`src/rtl/ex_mem_stage.sv`:
```
// ex_mem_stage: elastic EX/MEM register with two-entry skid buffer and flush; EX_MEM_BRANCH_RESOLVE_EN adds in-stage branch resolution
module ex_mem_stage #(
  parameter int DATA_W = 32,
  parameter int REG_W  = 5,
  parameter int WB_W   = 2
) (
  input  logic              clk,
  input  logic              rst,
  input  logic              flush,
  input  logic              in_valid,
  output logic              in_ready,
  input  logic [WB_W-1:0]   ctlwb_out,
  input  logic [2:0]        ctlm_out,
  input  logic [DATA_W-1:0] adder_out,
  input  logic              aluzero,
  input  logic [DATA_W-1:0] aluout,
  input  logic [DATA_W-1:0] readdat2,
  input  logic [REG_W-1:0]  muxout,
  output logic              out_valid,
  input  logic              out_ready,
  output logic [WB_W-1:0]   wb_ctlout,
  output logic              branch,
  output logic              memread,
  output logic              memwrite,
  output logic [DATA_W-1:0] add_result,
  output logic              zero,
  output logic [DATA_W-1:0] alu_result,
  output logic [DATA_W-1:0] rdata2out,
  output logic [REG_W-1:0]  five_bit_muxout
`ifdef EX_MEM_BRANCH_RESOLVE_EN
  ,
  output logic              pc_src,
  output logic [DATA_W-1:0] pc_target
`endif
);
  localparam int EW = WB_W + 3 + 3 * DATA_W + 1 + REG_W;
  typedef enum logic [1:0] {EMPTY, ONE, FULL} state_t;
  state_t state, state_n;
  logic [EW-1:0] main, skid, main_n, skid_n, in_entry;
  logic [WB_W-1:0] wb_q;
  logic [2:0] m_q;
  logic accept, pop, squash;
  assign in_entry = {ctlwb_out, ctlm_out, adder_out, aluzero, aluout, readdat2, muxout};
  assign accept = in_valid & in_ready;
  assign pop = out_valid & out_ready;
  assign out_valid = state != EMPTY;
  assign {wb_q, m_q, add_result, zero, alu_result, rdata2out, five_bit_muxout} = main;
  assign wb_ctlout = out_valid ? wb_q : '0;
  assign {memwrite, memread, branch} = out_valid ? m_q : 3'b000;
`ifdef EX_MEM_BRANCH_RESOLVE_EN
  assign pc_src = out_valid & branch & zero;
  assign pc_target = add_result;
  // a taken branch leaving the stage makes everything behind it wrong-path
  assign squash = flush | (pc_src & pop);
`else
  assign squash = flush;
`endif
  always_comb begin
    state_n = state;
    main_n = main;
    skid_n = skid;
    if (squash) state_n = EMPTY;
    else
      case (state)
        EMPTY: if (accept) begin
          state_n = ONE;
          main_n = in_entry;
        end
        ONE: if (accept & pop) main_n = in_entry;
          else if (accept) begin
            state_n = FULL;
            skid_n = in_entry;
          end
          else if (pop) state_n = EMPTY;
        FULL: if (pop) begin
          state_n = ONE;
          main_n = skid;
        end
        default: state_n = EMPTY;
      endcase
  end
  always_ff @(posedge clk) begin
    if (rst) begin
      state <= EMPTY;
      in_ready <= 1'b1;
      main <= '0;
      skid <= '0;
    end else begin
      state <= state_n;
      in_ready <= state_n != FULL;
      main <= main_n;
      skid <= skid_n;
    end
  end
endmodule

```
`config.mk`:
```
export PLATFORM = sky130hd
export DESIGN_NAME = ex_mem_stage
export DESIGN_NICKNAME = d
export VERILOG_FILES = /design/src/rtl/ex_mem_stage.sv
export SDC_FILE = /design/constraint.sdc
export NUM_CORES = 1
export LEC_CHECK = 0
export CAP_MARGIN = 20
export CORE_UTILIZATION = 52
export CTS_BUF_LIST = sky130_fd_sc_hd__clkbuf_8
export DETAILED_ROUTE_END_ITERATION = 6
export HOLD_SLACK_MARGIN = 0.1
export PLACE_DENSITY = 0.87
export SYNTH_ARGS = -nofsm -noshare
export SYNTH_HDL_FRONTEND = slang
export SYNTH_SLANG_ARGS = --single-unit
```
`constraint.sdc`:
```
create_clock -name clk -period 2.1 [get_ports clk]
set_input_delay 0.21 -clock clk [delete_from_list [all_inputs] [get_ports clk]]
set_output_delay 0.21 -clock clk [all_outputs]
set_load 0.1 [all_outputs]
```
==> flow_summary.ini <==
[floorplanning]
die_w_um = 136
dieArea_sq_um = 18400
die_h_um = 136
rows = 48
io_pins = 221
start_util = 0.535
core-area_sq_um = 17400

[global_routing]
grt_overflow = 0
grt_pass1_vias = 6913
grt_util_all_layers = 0.227
grt_pass1_wl_um = 33700
grt_max_degree = 77
antenna_found_initial = 0

[placed_design]
placed_cells = 1352
post_dp_cell_area_sq_um = 10800
numPortBuffers = 220
place.gp.congestion = 0.799
place_hpwl_um = 13800

[setup_path]
r2r_slack_ns = 0.30
worstSetupStartpointType = register
end_kind = primary output
r2r_cells = 6
crit_fanout = 6
path_class = register to primary output
cp.arrival_ns = 1.60
crit_required_ns = 1.89

[timing]
hold_violations = 0
min_period_ns = 1.81
fin_worst_skew_ns = 0.0167
rsz0062_at_grt = no
drv_slew = 0
period_share = 0.861
max_freq_ghz = 0.553
tns_ns = 0
setup_viol = 0
worst_pin_slew_ns = 0.496
slew_headroom = 0.669

[clock_tree]
htree_levels = 2
clk_path_buf_depth = 3
post_cts_resized = 0
cts-root-buf = clkbuf_8
numCtsBuffers = 37
cts_hold_buffers = 0
clk_pin_slew_ns = 0.06
clkLatencyLatePin_ns = 0.51
post_cts_buffers = 0
clock-sinks = 217
cts_tree = built

[route]
drtIter0Drc = 341
via_per_inst = 5.24
wire_per_inst_um = 14.9
wirelength_um = 21200
drc = 0
vias = 7434
antenna_left = 0
dr.pass1.iters = 5

[final_layout]
fin_cells = 1418
nNetsFinal = 1278
final_util = 0.668
stdcell_area_sq_um = 11600
area_growth_pct = 25.0
drive_gt1_frac = 0.166
diodes = 0
fillers = 1394

[synthesis]
syn_inst = 1066
yosysSeqAreaShare = 0.468
synth_cell_types = 22
syn_avg_cell_area_sq_um = 8.71
yosysWarnings = 0
syn_nets = 1178
ys_ff_latch = 217
netlist_area_sq_um = 9280

[run_status]
status = completed

[worst_hold_path]
min_path_cells = 2
hold_path.class = input port to register

[pwr]
ir_drop_uv = 692
p_leak_nw = 5.06
p_per_area_nw_per_um2 = 900
finalPower_mw = 10.4

[job]
drv_cap = 0
==> area by class of cell <==
| type | instances | area (sq um) | share of cell area |
|---|---|---|---|
| clock buffer | 52 | 716 | 0.0617 |
| clock inverter | 14 | 86.3 | 0.00744 |
| inverter | 3 | 11.3 | 0.000971 |
| multi-input combinational | 663 | 3810 | 0.328 |
| sequential | 217 | 4350 | 0.375 |
| tap | 225 | 282 | 0.0243 |
| timing repair buffer | 244 | 2350 | 0.203 |
==> routing by layer <==
layer  track usage  share of wire  vias up
li1              -              -     3725
met1         0.282           0.42     3441
met2         0.368           0.49      213
met3        0.0557          0.057       55
met4         0.104          0.037        0
met5             0              0        -
==> worst paths after layout <==
kind | endpoint | startpoint
max | wb_ctlout[0] | state[1]
min reg2reg | skid[13] | skid[13]
max reg2reg | main[48] | state[1]
min | skid[27] | rst
==> registers in the layout, summed over array words and instances, names as in the netlist <==
signal    count
in_ready      1
main        107
skid        107
state         2
==> cell families (layout without fill, tap and decap cells) <==
logic type / count (synthesis) / in the layout / share of synthesized area
buffers and inverters: 186 / 313 / 0.124
DFF: 217 / 217 / 0.468
AOI/OAI and AO/OA: 218 / 218 / 0.150
and+or+nand+nor: 337 / 337 / 0.142
muxes: 108 / 108 / 0.116
==> report_power, final <==
part	internal, mW	total (mW)	switching, mW
registers	4.29	4.38	0.0909
logic	0.587	2.08	1.49
clock network	2.32	3.97	1.66
==> per-stage QoR <==
step / worst slack (ns) / hold WS, ns
final: 0.292 / 0.119
after global routing: 0.146 / 0.123
after CTS: 0.0106 / 0.111
after detailed placement: -0.00495 / 0.446
after global placement: 0.0833 / 0.440
after floorplan: 0.0755 / 0.286
==> worst max-delay path, stage by stage, from the launching register on <==
cell     delay [ns]
dfxtp_1        0.38
nor2_2         0.36
nor2b_1        0.15
buf_12         0.19
==> cells in the final DEF, fill, tap and decap left out, types with 2 or more instances in the layout <==
| cell | count |
|---|---|
| a21oi_1 | 107 |
| a211oi_1 | 107 |
| buf_12 | 19 |
| nand2b_1 | 2 |
| nor2_1 | 107 |
| clkinv_2 | 3 |
| nand2_1 | 215 |
| inv_1 | 12 |
| buf_4 | 114 |
| mux2i_1 | 108 |
| dfxtp_1 | 216 |
| nor2b_1 | 6 |
| clkdlybuf4s50_1 | 110 |
| clkbuf_8 | 52 |
==> Yosys cell counts <==
| cell type | count | area [sq um] |
|---|---|---|
| a211oi_1 | 107 | 803 |
| a21boi_0 | 1 | 7.51 |
| a21oi_1 | 107 | 536 |
| buf_2 | 30 | 150 |
| buf_4 | 108 | 811 |
| buf_6 | 1 | 11.3 |
| clkbuf_1 | 44 | 165 |
| dfxtp_1 | 217 | 4340 |
| inv_1 | 3 | 11.3 |
| mux2i_1 | 108 | 1080 |
| nand2_1 | 215 | 807 |
| nand2b_1 | 3 | 18.8 |
| nand3b_4 | 1 | 20.0 |
| nor2_1 | 108 | 405 |
| nor2b_1 | 6 | 37.5 |
| nor3_2 | 1 | 10.0 |
| nor3b_1 | 1 | 7.51 |
| nor4_1 | 1 | 6.26 |
| o21a_1 | 1 | 7.51 |
| o22ai_1 | 1 | 6.26 |
| o32ai_4 | 1 | 27.5 |
| or3_1 | 1 | 6.26 |
(Power assumes the default switching activity.)
